**src/rtl/sample_packer_pkg.sv**
```systemverilog
// rtl/sample_packer_pkg.sv - shared encodings and helpers for the ADC sample packer
package sample_packer_pkg;

  localparam int WORDS_PER_PACKET = 512;

  localparam logic [1:0] MODE_1B = 2'd0;
  localparam logic [1:0] MODE_2B = 2'd1;
  localparam logic [1:0] MODE_4B = 2'd2;

  typedef enum logic [1:0] {
    SLOT_2B = 2'd0,
    SLOT_4B = 2'd1,
    SLOT_8B = 2'd2
  } slot_width_e;

  typedef enum logic {
    ST_IDLE = 1'b0,
    ST_RUN  = 1'b1
  } state_e;

  // Reserved mode 3 packs like 2b.
  function automatic logic [3:0] samples_per_word(input logic [1:0] mode);
    case (mode)
      MODE_1B: return 4'd8;
      MODE_4B: return 4'd2;
      default: return 4'd4;
    endcase
  endfunction

endpackage

```
**src/rtl/sample_requant.sv**
```systemverilog
// rtl/sample_requant.sv - requantizes one complex sample to a left-justified {I,Q} field
module sample_requant
  import sample_packer_pkg::*;
(
  input  logic [3:0]  in_i,
  input  logic [3:0]  in_q,
  input  logic [1:0]  mode,
  output logic [7:0]  sample_bits,
  output slot_width_e slot_width
);

  always_comb begin
    sample_bits = 8'd0;
    slot_width  = SLOT_4B;
    case (mode)
      MODE_1B: begin
        sample_bits = {in_i[3], in_q[3], 6'd0};
        slot_width  = SLOT_2B;
      end
      MODE_4B: begin
        sample_bits = {in_i, in_q};
        slot_width  = SLOT_8B;
      end
      default: begin
        sample_bits = {in_i[3:2], in_q[3:2], 4'd0};
        slot_width  = SLOT_4B;
      end
    endcase
  end

endmodule

```
**src/rtl/sample_packer.sv**
```systemverilog
// rtl/sample_packer.sv - decimates, requantizes and packs ADC samples into 16-bit words
module sample_packer #(
  parameter int WORDS_PER_PACKET = sample_packer_pkg::WORDS_PER_PACKET,
  parameter int CNT_W            = 16
) (
  input  logic             clk,
  input  logic             reset_n,
  input  logic [3:0]       in_i,
  input  logic [3:0]       in_q,
  input  logic             in_valid,
  input  logic             enable,
  input  logic [1:0]       mode,
  input  logic [3:0]       decim,
  output logic [15:0]      out_data,
  output logic             out_en,
  output logic             busy,
  output logic [CNT_W-1:0] packet_count
);

  import sample_packer_pkg::*;

  localparam int WC_W = (WORDS_PER_PACKET > 1) ? $clog2(WORDS_PER_PACKET) : 1;
  localparam logic [WC_W-1:0] LAST_WORD = WC_W'(WORDS_PER_PACKET - 1);

  state_e            state;
  logic [1:0]        cfg_mode;
  logic [3:0]        cfg_decim;
  logic [3:0]        decim_cnt;
  logic [2:0]        slot_cnt;
  logic [WC_W-1:0]   word_cnt;
  logic [15:0]       sreg;
  logic [15:0]       sreg_next;
  logic [7:0]        sample_bits;
  slot_width_e       slot_width;
  logic [2:0]        last_slot;

  sample_requant u_requant (
    .in_i        (in_i),
    .in_q        (in_q),
    .mode        (cfg_mode),
    .sample_bits (sample_bits),
    .slot_width  (slot_width)
  );

  assign last_slot = 3'(samples_per_word(cfg_mode) - 4'd1);

  // Shifting left keeps the first sample of a word in the MSBs.
  always_comb begin
    sreg_next = sreg;
    case (slot_width)
      SLOT_2B: sreg_next = {sreg[13:0], sample_bits[7:6]};
      SLOT_4B: sreg_next = {sreg[11:0], sample_bits[7:4]};
      default: sreg_next = {sreg[7:0],  sample_bits};
    endcase
  end

  always_ff @(posedge clk or negedge reset_n) begin
    if (!reset_n) begin
      state        <= ST_IDLE;
      cfg_mode     <= MODE_1B;
      cfg_decim    <= 4'd0;
      decim_cnt    <= 4'd0;
      slot_cnt     <= 3'd0;
      word_cnt     <= '0;
      sreg         <= 16'd0;
      out_data     <= 16'd0;
      out_en       <= 1'b0;
      busy         <= 1'b0;
      packet_count <= '0;
    end else begin
      out_en <= 1'b0;
      case (state)
        ST_IDLE: begin
          if (enable) begin
            cfg_mode  <= mode;
            cfg_decim <= decim;
            decim_cnt <= 4'd0;
            slot_cnt  <= 3'd0;
            word_cnt  <= '0;
            sreg      <= 16'd0;
            busy      <= 1'b1;
            state     <= ST_RUN;
          end
        end
        ST_RUN: begin
          if (in_valid) begin
            // >= keeps the counter bounded if a smaller decim is loaded at a boundary.
            decim_cnt <= (decim_cnt >= cfg_decim) ? 4'd0 : decim_cnt + 4'd1;
            if (decim_cnt == 4'd0) begin
              if (slot_cnt == last_slot) begin
                out_data <= sreg_next;
                out_en   <= 1'b1;
                slot_cnt <= 3'd0;
                sreg     <= 16'd0;
                if (word_cnt == LAST_WORD) begin
                  packet_count <= packet_count + CNT_W'(1);
                  word_cnt     <= '0;
                  if (enable) begin
                    cfg_mode  <= mode;
                    cfg_decim <= decim;
                  end else begin
                    busy  <= 1'b0;
                    state <= ST_IDLE;
                  end
                end else begin
                  word_cnt <= word_cnt + WC_W'(1);
                end
              end else begin
                slot_cnt <= slot_cnt + 3'd1;
                sreg     <= sreg_next;
              end
            end
          end
        end
        default: state <= ST_IDLE;
      endcase
    end
  end

endmodule
```
**config.mk**
```make
export PLATFORM = sky130hd
export DESIGN_NAME = sample_packer
export DESIGN_NICKNAME = d
export VERILOG_FILES = /design/src/rtl/sample_packer_pkg.sv /design/src/rtl/sample_requant.sv /design/src/rtl/sample_packer.sv
export SDC_FILE = /design/constraint.sdc
export NUM_CORES = 1
export LEC_CHECK = 0
export BUFFER_PORTS_ARGS = -buffer_cell sky130_fd_sc_hd__buf_4
export CORE_ASPECT_RATIO = 0.8
export CORE_MARGIN = 3
export CORE_UTILIZATION = 57
export CTS_CLUSTER_SIZE = 12
export DETAILED_ROUTE_END_ITERATION = 8
export MAX_ROUTING_LAYER = met4
export PLACE_DENSITY = 0.83
export SKIP_LAST_GASP = 1
export SYNTH_ARGS = -nofsm -noshare
export SYNTH_HDL_FRONTEND = slang
export SYNTH_SLANG_ARGS = --single-unit
```
**constraint.sdc**
```tcl
create_clock -name clk -period 2.4 [get_ports clk]
set_clock_uncertainty 0.05 [all_clocks]
set_input_delay 0.24 -clock clk [delete_from_list [all_inputs] [get_ports clk]]
set_output_delay 0.24 -clock clk [all_outputs]
set_load 0.05 [all_outputs]
```
==> results of run 1 <==
[kinds of logic after synthesis]
kind of cell / Yosys count / synth area share
compound gates: 80 / 0.132
xor+xnor: 17 / 0.0423
fa+ha+maj: 11 / 0.0391
buf+inv: 28 / 0.0335
flops: 71 / 0.505
mux: 25 / 0.0744
simple gates: 121 / 0.173
[power by group through the flow]
stage                     sequential (W)  clock [W]  combinational [W]
after floorplan                  0.00209          0           0.000632
after global placement           0.00172          0            0.00141
after detailed placement         0.00174          0            0.00147
after CTS                        0.00172    0.00103            0.00148
after global routing             0.00176    0.00109            0.00163
final                            0.00172    0.00101            0.00147
[sequential cells by signal (all words and copies together) (netlist names), 2 cells and up]
signal	count
decim_cnt	4
packet_count	16
slot_cnt	3
cfg_mode	2
word_cnt	9
cfg_decim	4
sreg	14
out_data	16
[through the flow]
step	instance area [um^2]	std cells	worst slack (ns)
3_5_place_dp	3980	474	0.219
2_1_floorplan	3520	353	0.395
4_1_cts	4200	490	0.205
5_1_grt	4200	490	0.0233
6_report	4200	490	0.212
3_3_place_gp	3980	474	0.344
[layout make-up]
cell class                      count  share of cell area
Timing Repair Buffer               60               0.108
Inverter                           12              0.0107
Multi-Input combinational cell    254               0.386
Sequential cell                    71               0.423
Clock inverter                      6              0.0205
Clock buffer                        9              0.0295
Tap cell                           78              0.0232
[worst max-delay path, stage by stage (launching register included)]
cell and delay, ns:
dfrtp_1 0.40, inv_1 0.11, ha_1 0.18, nor4bb_1 0.25, buf_4 0.22, nand3_1 0.10
nor2_1 0.36, mux2_2 0.39
[how the worst min path moves through the flow]
stage	startpoint	end	cells after the start
after floorplan	reset_n	busy$_DFFE_PN0P_	0
after global placement	reset_n	packet_count[3]$_DFFE_PN0P_	1
after detailed placement	reset_n	packet_count[3]$_DFFE_PN0P_	1
after CTS	enable	slot_cnt[0]$_DFFE_PN0P_	2
after global routing	enable	slot_cnt[0]$_DFFE_PN0P_	2
final	enable	slot_cnt[0]$_DFFE_PN0P_	2
[routing by layer]
metal,global-route usage,share of wire,vias up
li1,-,-,1349
met5,-,0,-
met3,0.0523,0.047,14
met2,0.341,0.47,67
met4,0.0794,0.015,0
met1,0.318,0.47,1333
[layout by cell type (no fill, tap or decap), drive strengths merged, types with 2 or more instances in the layout]
| cell type | count |
|---|---|
| dfrtp | 71 |
| buf | 59 |
| nand2 | 49 |
| o21ai | 36 |
| nor2 | 27 |
| a21oi | 26 |
| mux2i | 16 |
| xnor2 | 16 |
| inv | 12 |
| nand4 | 12 |
| nand3 | 12 |
| ha | 11 |
| mux2 | 9 |
| clkbuf | 9 |
| a21o | 5 |
| nor3 | 5 |
| a31oi | 4 |
| nor2b | 3 |
| and3 | 3 |
| clkinv | 3 |
| nand2b | 2 |
| a221o | 2 |
| a22o | 2 |
| bufinv | 2 |
| o31ai | 2 |
==> summary.txt, run 1 <==
Drt
  • Vias/cell: 5.64
  • Drt pass-1 iters: 5
  • Post-route ant nets: 0
  • Via count: 2763
  • Drt total wl: 7490 um
  • 1st-iter DRT viols: 210
  • WL/cell: 15.3 um
  • Drc violations: 0

STA
  • Hold Fails Final Rpt: 0
  • Slew at the pin closest to its max-slew limit: 0.878 ns
  • Fin. max-slew vios: 0
  • F_max: 0.457 GHz
  • Unrepaired setup endpoints after global routing: no
  • Setup Viol. Count Final: 0
  • Worst slack on hold paths: 0.0673 ns
  • Period utilization: 0.912
  • Setup TNS: 0 ns
  • Min Tclk post-route: 2.19 ns
  • Worst relative slew slack: 0.414

Logic synthesis
  • Post-synth top area share: 0.505
  • Cells after Synth: 353
  • #FFs+latches synth: 71
  • Synth cell count leaders: 71 x dfrtp_1, 49 x nand2_1, 36 x o21ai_0
  • Syn nets: 382
  • Post-synth EDFFs: 0
  • Count leader, synth: dfrtp_1
  • Synth area leaders: dfrtp_1 51%, nand2_1 5.2%, o21ai_0 5.1%
  • Number of distinct library cells after synthesis: 40
  • Warnings, synthesis: 0
  • Post-Syn Area: 0.00352 mm^2
  • Synth Flop Type: dfrtp_1
  • Mapped Avg Cell Area: 9.96 um^2
  • Sequential element share of the synthesized area: 0.505
  • Post-synth top area cell: dfrtp_1
  • Ys async rst share: 1.00

Layout
  • Nets: 437
  • Final Util: 0.737
  • Layout filler cell count: 421
  • Area occupied by multi-input gates: 0.00162 mm^2
  • Inserted Diodes: 0
  • Share of layout cells above drive strength 1: 0.218
  • Area growth syn-to-layout: 19.6%
  • Storage element area: 0.00178 mm^2

Critical path
  • Crit path required time: 2.58 ns
  • Worst Setup Start Kind: flip-flop
  • FF-to-FF End: packet_count[1]$_DFFE_PN0P_
  • Crit path to: packet_count[1]$_DFFE_PN0P_
  • Critical Path Source: decim_cnt[0]$_DFFE_PN0P_
  • WP data arrival: 2.37 ns
  • R2R cell count: 7
  • Reg2reg start: decim_cnt[0]$_DFFE_PN0P_
  • R2r setup slk: 0.21 ns
  • Crit path capture type: flip-flop
  • CP Class: reg -> reg
  • Worst-path fanout max: 8

Run status
  • Outcome: finished clean

Place
  • HPWL after DPL: 5350 um
  • RD Place Congestion: 0.895
  • Count of buffers from port buffering: 51

Clock tree
  • PostCTS Resize Cnt: 0
  • Root buf cell: clkbuf_8
  • Clk_lat worst skew: 0.34 ns
  • Post-CTS setup buffer count: 0
  • Reg clk slew, reported paths: 0.08 ns
  • CTS H-tree depth: 3
  • CTS Hold Buffers Added: 1
  • CTS buffer count: 9
  • Maximum clock insertion buffer count: 2
  • CTS tree: built
  • CTS Sinks: 71

Power and ir drop
  • Clock network power share: 0.240
  • VDD IR max: 839 uV
  • Power per cell area: 1000 mW/mm^2
  • Leak pwr: 1.99 nW
  • Internal: 0.00256 W
  • Sw Ratio: 0.391
  • Psw: 0.00164 W
  • Logic gate share of total power: 0.350
  • Pwr Total: 0.00421 W
  • Flop pwr share: 0.410

Global route
  • Vias in the first global route: 2734
  • Initial antenna violation count: 0
  • Largest net degree at the start of global routing: 72
  • Tot GR Track Use: 0.232
  • Global route total overflow: 0
  • Global-route wire length before repair: 13000 um

Floorplanning
  • Die H: 76.2 um
  • Initial Util: 0.616
  • Die Area: 0.00715 mm^2
  • Core Box Area: 0.00571 mm^2
  • Total I/O pin count: 52
  • Die Width: 93.8 um
  • Row cnt: 24

Worst hold path
  • Worst hold path type: in -> reg

Flow run
  • Max_cap viols: 0
(Power assumes the default switching activity.)
==> run 2: changes to the inputs <==
--- a/config.mk
+++ b/config.mk
@@ -9,3 +9,2 @@
 export CORE_ASPECT_RATIO = 0.8
-export CORE_MARGIN = 3
 export CORE_UTILIZATION = 57
@@ -18,2 +17,3 @@
 export SYNTH_HDL_FRONTEND = slang
+export SYNTH_HIERARCHICAL = 1
 export SYNTH_SLANG_ARGS = --single-unit
--- a/constraint.sdc
+++ b/constraint.sdc
@@ -4,2 +4,2 @@
 set_output_delay 0.24 -clock clk [all_outputs]
-set_load 0.05 [all_outputs]
+set_load 0.005 [all_outputs]
==> run 2 against run 1 <==
Utilization decreased by 1.9 points. Combinational power decreased by 31%. Sequential power decreased by 2%. Critical endpoint is now packet_count[6]$_DFFE_PN0P_.
==> summary.txt, run 2 <==
Run status
  • Outcome: finished clean

Logic synthesis
  • Cells after Synth: 357 (+1.1%)
  • Number of distinct library cells after synthesis: 44 (+10%)
  • Mapped Avg Cell Area: 9.88 um^2 (-0.84%)
  • Ys async rst share: 1.00 (unchanged)
  • Count leader, synth: dfrtp_1
  • Post-Syn Area: 0.00353 mm^2 (+0.28%)
  • Synth Flop Type: dfrtp_1
  • Post-synth EDFFs: 0 (unchanged)
  • Sequential element share of the synthesized area: 0.504 (-0.00143)
  • #FFs+latches synth: 71 (unchanged)
  • Synth cell count leaders: 71 x dfrtp_1, 51 x nand2_1, 47 x o21ai_0
  • Syn nets: 386 (+1.0%)
  • Synth area leaders: dfrtp_1 50%, o21ai_0 6.7%, nand2_1 5.4%
  • Post-synth top area share: 0.504 (-0.00143)
  • Post-synth top area cell: dfrtp_1
  • Warnings, synthesis: 6 (+6)

Critical path
  • Crit-path max cell delay: 0.47 ns (+0.07 ns)
  • CP most frequent cell: and3_4
  • Reg2reg start: word_cnt[1]$_DFFE_PN0P_
  • Delay-heaviest family, CP: simple AND/OR/NAND/NOR gates
  • R2R cell count: 9 (+2)
  • Worst Setup Start Kind: flip-flop
  • Crit-path slowest cell: or4_4
  • R2r setup slk: 0.04 ns (-0.17 ns)
  • WP data arrival: 2.58 ns (+0.21 ns)
  • Crit path to: packet_count[6]$_DFFE_PN0P_
  • WP buf/inv: 0 (-2)
  • Crit path required time: 2.63 ns (+0.05 ns)
  • CP Class: reg -> reg
  • Crit-path cells: ha_2 > and3_4 > and3_4 > and3_4 > ha_2 > nand3_2 > or4_4 > nor2_2 > xor2_1
  • Worst path depth: 9 (+2)
  • FF-to-FF End: packet_count[6]$_DFFE_PN0P_
  • Worst-path fanout max: 4 (-4)
  • Crit path capture type: flip-flop
  • Critical Path Source: word_cnt[1]$_DFFE_PN0P_

Floorplanning
  • Die Area: 0.00651 mm^2 (-9.0%)
  • Die Width: 89.9 um (-4.1%)
  • Total I/O pin count: 52 (unchanged)
  • Core Box Area: 0.00594 mm^2 (+4.2%)
  • Row cnt: 25 (+4.2%)
  • Initial Util: 0.593 (-0.0230)
  • Die H: 72.3 um (-5.1%)

Global route
  • Tot GR Track Use: 0.250 (+0.0182)
  • Initial antenna violation count: 0 (unchanged)
  • Vias in the first global route: 2627 (-3.9%)
  • Largest net degree at the start of global routing: 72 (unchanged)
  • Global-route wire length before repair: 12400 um (-4.3%)
  • Global route total overflow: 0 (unchanged)

Clock tree
  • Clk_lat worst skew: 0.35 ns (about the same)
  • Root buf cell: clkbuf_8
  • CTS H-tree depth: 3 (unchanged)
  • Maximum clock insertion buffer count: 2 (unchanged)
  • CTS Sinks: 71 (unchanged)
  • CTS tree: built
  • CTS buffer count: 9 (unchanged)
  • Reg clk slew, reported paths: 0.07 ns (about the same)

Drt
  • 1st-iter DRT viols: 189 (-10%)
  • WL/cell: 14.4 um (-5.6%)
  • Via count: 2779 (+0.58%)
  • Drc violations: 0 (unchanged)
  • Drt total wl: 7210 um (-3.7%)
  • Post-route ant nets: 0 (unchanged)
  • Vias/cell: 5.56 (-1.4%)
  • Drt pass-1 iters: 4 (-1)

Layout
  • Largest registers: out_data x16, packet_count x16, sreg x14
  • Inserted Diodes: 0 (unchanged)
  • Nets: 444 (+1.6%)
  • Most frequent cells in the layout: 71 x dfrtp_1, 62 x buf_4, 51 x nand2_1
  • Most common cell after layout, fill and taps aside: dfrtp_1
  • Non-Filler Instances: 500 (+2.0%)
  • Area growth syn-to-layout: 21.0%
  • Share of layout cells above drive strength 1: 0.229 (+0.0107)

Power and ir drop
  • Leak pwr: 2.00 nW (+0.43%)
  • Power per cell area: 837 mW/mm^2 (-16%)
  • Pwr Total: 0.00357 W (-15%)
  • VDD IR max: 530 uV (-37%)

STA
  • Hold Fails Final Rpt: 0 (unchanged)
  • Unrepaired setup endpoints after global routing: yes
  • Setup Viol. Count Final: 0 (unchanged)
  • Slew at the pin closest to its max-slew limit: 0.871 ns (-0.00779 ns)
  • Worst relative slew slack: 0.420 (+0.00520)
  • Min Tclk post-route: 2.36 ns (+0.171 ns)
  • F_max: 0.424 GHz (-7.3%)
  • Fin. max-slew vios: 0 (unchanged)
  • Setup TNS: 0 ns (unchanged)
  • Period utilization: 0.983 (+0.0713)

Place
  • HPWL after DPL: 4990 um (-6.8%)
  • Count of buffers from port buffering: 51 (unchanged)
  • Placed Cells: 483 (+1.9%)
  • RD Place Congestion: 0.797 (-11%)

Flow run
  • Max_cap viols: 0 (unchanged)

Worst hold path
  • Worst hold path type: in -> reg
## run 2: cell count changes in the layout (fill, tap and decap cells not counted), sizes merged, moves of 4 or more
cell	change
o21ai	+11
a21oi	-8
nand4	-8
and2	+5
and3	+5
nand2b	+5
nand3	-4
## run 2: stage by stage
| step | hold slack (ns) | util | setup slack (ns) | cell area, um^2 |
|---|---|---|---|---|
| 2_1_floorplan | -0.106 | - | 0.0989 | 3530 |
| 3_3_place_gp | 0.362 | 0.676 | 0.104 | 4020 |
| 3_5_place_dp | 0.367 | 0.676 | 0.0312 | 4020 |
| 4_1_cts | 0.0466 | 0.709 | 0.0202 | 4210 |
| 5_1_grt | 0.0373 | 0.718 | -0.0687 | 4270 |
| 6_report | 0.0576 | 0.718 | 0.0409 | 4270 |
## run 2: layout make-up
type	count	area, um^2
Tap cell	81	101
Fill cell	443	1680
Inverter	10	37.5
Clock buffer	11	151
Clock inverter	4	31.3
Timing Repair Buffer	63	475
Sequential cell	71	1780
Multi-Input combinational cell	260	1690
## run 2: worst min path at each step
stage,endpoint,startpoint,cells after the start
final,cfg_decim[2]$_DFFE_PN0P_,decim[2],2
after detailed placement,packet_count[5]$_DFFE_PN0P_,reset_n,1
after global routing,cfg_mode[1]$_DFFE_PN0P_,mode[1],2
after CTS,cfg_mode[1]$_DFFE_PN0P_,mode[1],2
after floorplan,busy$_DFFE_PN0P_,reset_n,0
after global placement,packet_count[5]$_DFFE_PN0P_,reset_n,1
## run 2: routing by layer
metal	global-route usage	routed length, um
met1	0.343	3470
met2	0.363	3310
met3	0.0744	370
met4	0.0717	59
met5	-	0
## run 2: what timing repair did
action	in CTS	in global routing
setup endpoints to repair	0	25
resized for setup	0	12
buffers inserted	0	1
hold endpoints to repair	67	0
hold buffers	1	0
## run 2: logic make-up (layout without fill, tap and decap cells)
family / count (synthesis) / in the layout / share of synthesized area
AO/OA/AOI/OAI: 81 / 81 / 0.132
multiplexers: 25 / 25 / 0.0742
flip-flops: 71 / 71 / 0.504
adder cells (fa/ha/maj): 11 / 11 / 0.0390
XOR/XNOR: 17 / 17 / 0.0422
buffers and inverters: 26 / 88 / 0.0295
AND/OR/NAND/NOR: 126 / 126 / 0.179
## run 2: where the power goes
part | internal [W] | switching, W | total, W | leakage (nW)
Combinational | 0.000475 | 0.000542 | 0.00102 | 0.973
Clock | 0.000427 | 0.000447 | 0.000874 | 0.0836
Sequential | 0.00146 | 0.000221 | 0.00168 | 0.947
Total | 0.00236 | 0.00121 | 0.00357 | 2.00
==> run 3: changes to the inputs <==
Settings changed: BUFFER_PORTS_ARGS -buffer_cell sky130_fd_sc_hd__buf_4 to -buffer_cell sky130_fd_sc_hd__buf_2.
==> run 3 against run 2 <==
Final cell count is 0.80% higher. Clock-buffer cell count is 1 lower. Sequential share of layout area rose by 0.63 points. Via count up 2.2%. Global-route usage down 0.22 points. Cell area fell by 1.5%. The flow now finishes with violations (negative setup slack). Sequential power barely moved.
==> summary.txt, run 3 (synthesis gave the netlist of run 2 again) <==
Run status
  • Outcome: finished, violations left
  • Failing checks: negative setup slack

Power and ir drop
  • Power per cell area: 856 mW/mm^2 (+2.3%)
  • Clock network power share: 0.266 (+0.021)
  • Sw Ratio: 0.342 (+0.00263)
  • VDD IR max: 620 uV (+17%)
  • Flop pwr share: 0.466 (-0.004)
  • Pwr Total: 0.00359 W (+0.73%)
  • Logic gate share of total power: 0.268 (-0.017)
  • Leak pwr: 2.02 nW (+1.0%)
  • Psw: 0.00123 W (+1.5%)
  • Internal: 0.00237 W (+0.33%)

Global route
  • Largest net degree at the start of global routing: 46 (-36%)
  • Tot GR Track Use: 0.248 (-0.00224)
  • Vias in the first global route: 2613 (-0.53%)
  • Initial antenna violation count: 0 (unchanged)
  • Global-route wire length before repair: 12100 um (-2.2%)
  • Global route total overflow: 0 (unchanged)

Flow run
  • Max_cap viols: 0 (unchanged)

Critical path
  • Crit-path max cell delay: 0.59 ns (+0.12 ns)
  • Critical Path Source: word_cnt[1]$_DFFE_PN0P_
  • WP data arrival: 2.63 ns (+0.05 ns)
  • Crit path required time: 2.63 ns (about the same)
  • R2r setup slk: -0.006 ns (-0.05 ns)
  • Worst-path fanout max: 4 (unchanged)
  • FF-to-FF End: packet_count[10]$_DFFE_PN0P_
  • Crit-path slowest cell: or4_4
  • Delay-heaviest family, CP: simple AND/OR/NAND/NOR gates
  • Reg2reg start: word_cnt[1]$_DFFE_PN0P_
  • R2R cell count: 9 (unchanged)
  • Worst Setup Start Kind: flip-flop
  • CP most frequent cell: and3_4
  • Crit path to: packet_count[10]$_DFFE_PN0P_
  • Crit path capture type: flip-flop
  • WP buf/inv: 0 (unchanged)
  • CP Class: reg -> reg
  • Crit-path cells: ha_2 > and3_4 > and3_4 > and3_4 > ha_4 > nand3_4 > or4_4 > nor2_4 > xor2_1
  • Worst path depth: 9 (unchanged)

STA
  • Worst slack on hold paths: 0.0490 ns (-0.00865 ns)
  • Worst relative slew slack: 0.578 (+0.158)
  • Min Tclk post-route: 2.41 ns (+0.0473 ns)
  • Slew at the pin closest to its max-slew limit: 0.633 ns (-0.237 ns)
  • Setup Viol. Count Final: 1 (+1)
  • F_max: 0.416 GHz (-2.0%)
  • Period utilization: 1.00 (+0.0197)
  • Hold Fails Final Rpt: 0 (unchanged)
  • Unrepaired setup endpoints after global routing: yes
  • Fin. max-slew vios: 0 (unchanged)
  • Final WS setup: -0.00646 ns (-0.0473 ns)

Drt
  • Post-route ant nets: 0 (unchanged)
  • Via count: 2839 (+2.2%)
  • WL/cell: 14.8 um (+2.3%)
  • Drt pass-1 iters: 5 (+1)
  • Drc violations: 0 (unchanged)
  • 1st-iter DRT viols: 157 (-17%)
  • Vias/cell: 5.63 (+1.3%)
  • Drt total wl: 7440 um (+3.1%)

Floorplanning
  • Total I/O pin count: 52 (unchanged)
  • Row cnt: 25 (unchanged)
  • Die Area: 0.00651 mm^2 (unchanged)
  • Initial Util: 0.593 (unchanged)
  • Die H: 72.3 um (unchanged)
  • Die Width: 89.9 um (unchanged)
  • Core Box Area: 0.00594 mm^2 (unchanged)

Clock tree
  • Maximum clock insertion buffer count: 2 (unchanged)
  • Reg clk slew, reported paths: 0.08 ns (about the same)
  • CTS buffer count: 9 (unchanged)
  • CTS H-tree depth: 3 (unchanged)
  • CTS Sinks: 71 (unchanged)
  • Root buf cell: clkbuf_8
  • Clk_lat worst skew: 0.35 ns (about the same)
  • CTS tree: built

Place
  • Placed Cells: 484 (+0.21%)
  • HPWL after DPL: 5160 um (+3.6%)
  • Count of buffers from port buffering: 51 (unchanged)
  • RD Place Congestion: 0.809 (+1.5%)
  • Post-Place Worst Slack: 0.0432 ns (+0.0121 ns)

Layout
  • Most frequent cells in the layout: 71 x dfrtp_1, 51 x nand2_1, 51 x buf_2
  • Share of layout cells above drive strength 1: 0.232 (+0.00256)
  • Most common cell after layout, fill and taps aside: dfrtp_1
  • Largest registers: out_data x16, packet_count x16, sreg x14
  • Layout filler cell count: 466 (+5.2%)
  • Nets: 447 (+0.68%)
  • Non-Filler Instances: 504 (+0.80%)
  • Inserted Diodes: 0 (unchanged)
  • Area growth syn-to-layout: 19.2%

Worst hold path
  • Worst hold path type: in -> reg
==> run 3: cell count changes in the layout (fill, tap and decap cells not counted), sizes merged <==
cell      change
inv           +1
clkinv        +3
clkinvlp      -3
bufinv        +1
buf           +3
clkbuf        -1
==> run 3: metrics by stage <==
| stage | utilization | instance area (um^2) | TNS, ns |
|---|---|---|---|
| 6_report | 0.707 | 4200 | -0.00646 |
| 5_1_grt | 0.707 | 4200 | -0.312 |
| 4_1_cts | 0.693 | 4120 | 0 |
| 3_5_place_dp | 0.658 | 3910 | 0 |
| 3_3_place_gp | 0.658 | 3910 | 0 |
| 2_1_floorplan | - | 3530 | 0 |
==> run 3: worst min path at each step <==
stage / endpoint / start / cells past startpoint
floorplan: busy$_DFFE_PN0P_ / reset_n / 0
global placement: packet_count[7]$_DFFE_PN0P_ / reset_n / 1
detailed placement: packet_count[7]$_DFFE_PN0P_ / reset_n / 1
CTS: cfg_decim[0]$_DFFE_PN0P_ / decim[0] / 2
global route: cfg_decim[2]$_DFFE_PN0P_ / decim[2] / 2
finish: cfg_decim[0]$_DFFE_PN0P_ / decim[0] / 2
==> run 3: timing repair <==
| item | in CTS | in global routing |
|---|---|---|
| hold endpoints to repair | 26 | 0 |
| resized for setup | 0 | 13 |
| setup buffers | 0 | 3 |
| hold buffers | 1 | 0 |
| setup endpoints to repair | 0 | 19 |
==> run 3: area by class of cell <==
class / instances / area [um^2] / share of cell area
Timing Repair Buffer: 66 / 383 / 0.0911
Sequential cell: 71 / 1780 / 0.423
Tap cell: 81 / 101 / 0.0241
Multi-Input combinational cell: 260 / 1710 / 0.406
Inverter: 10 / 37.5 / 0.00893
Clock buffer: 10 / 128 / 0.0304
Clock inverter: 6 / 70.1 / 0.0167
==> run 3: metal layers <==
layer	wire [um]	vias up	track usage
met3	372	14	0.0597
met4	96	0	0.0878
met2	3560	90	0.385
li1	-	1366	-
met1	3410	1369	0.322
met5	0	-	-
==> run 3: power groups by stage <==
stage,sequential [W],combinational [W],clock [W]
3_3_place_gp,0.00167,0.000894,0
2_1_floorplan,0.00166,0.000595,0
4_1_cts,0.00167,0.000951,0.000976
3_5_place_dp,0.00169,0.000937,0
6_report,0.00167,0.000964,0.000956
5_1_grt,0.00171,0.00111,0.00102
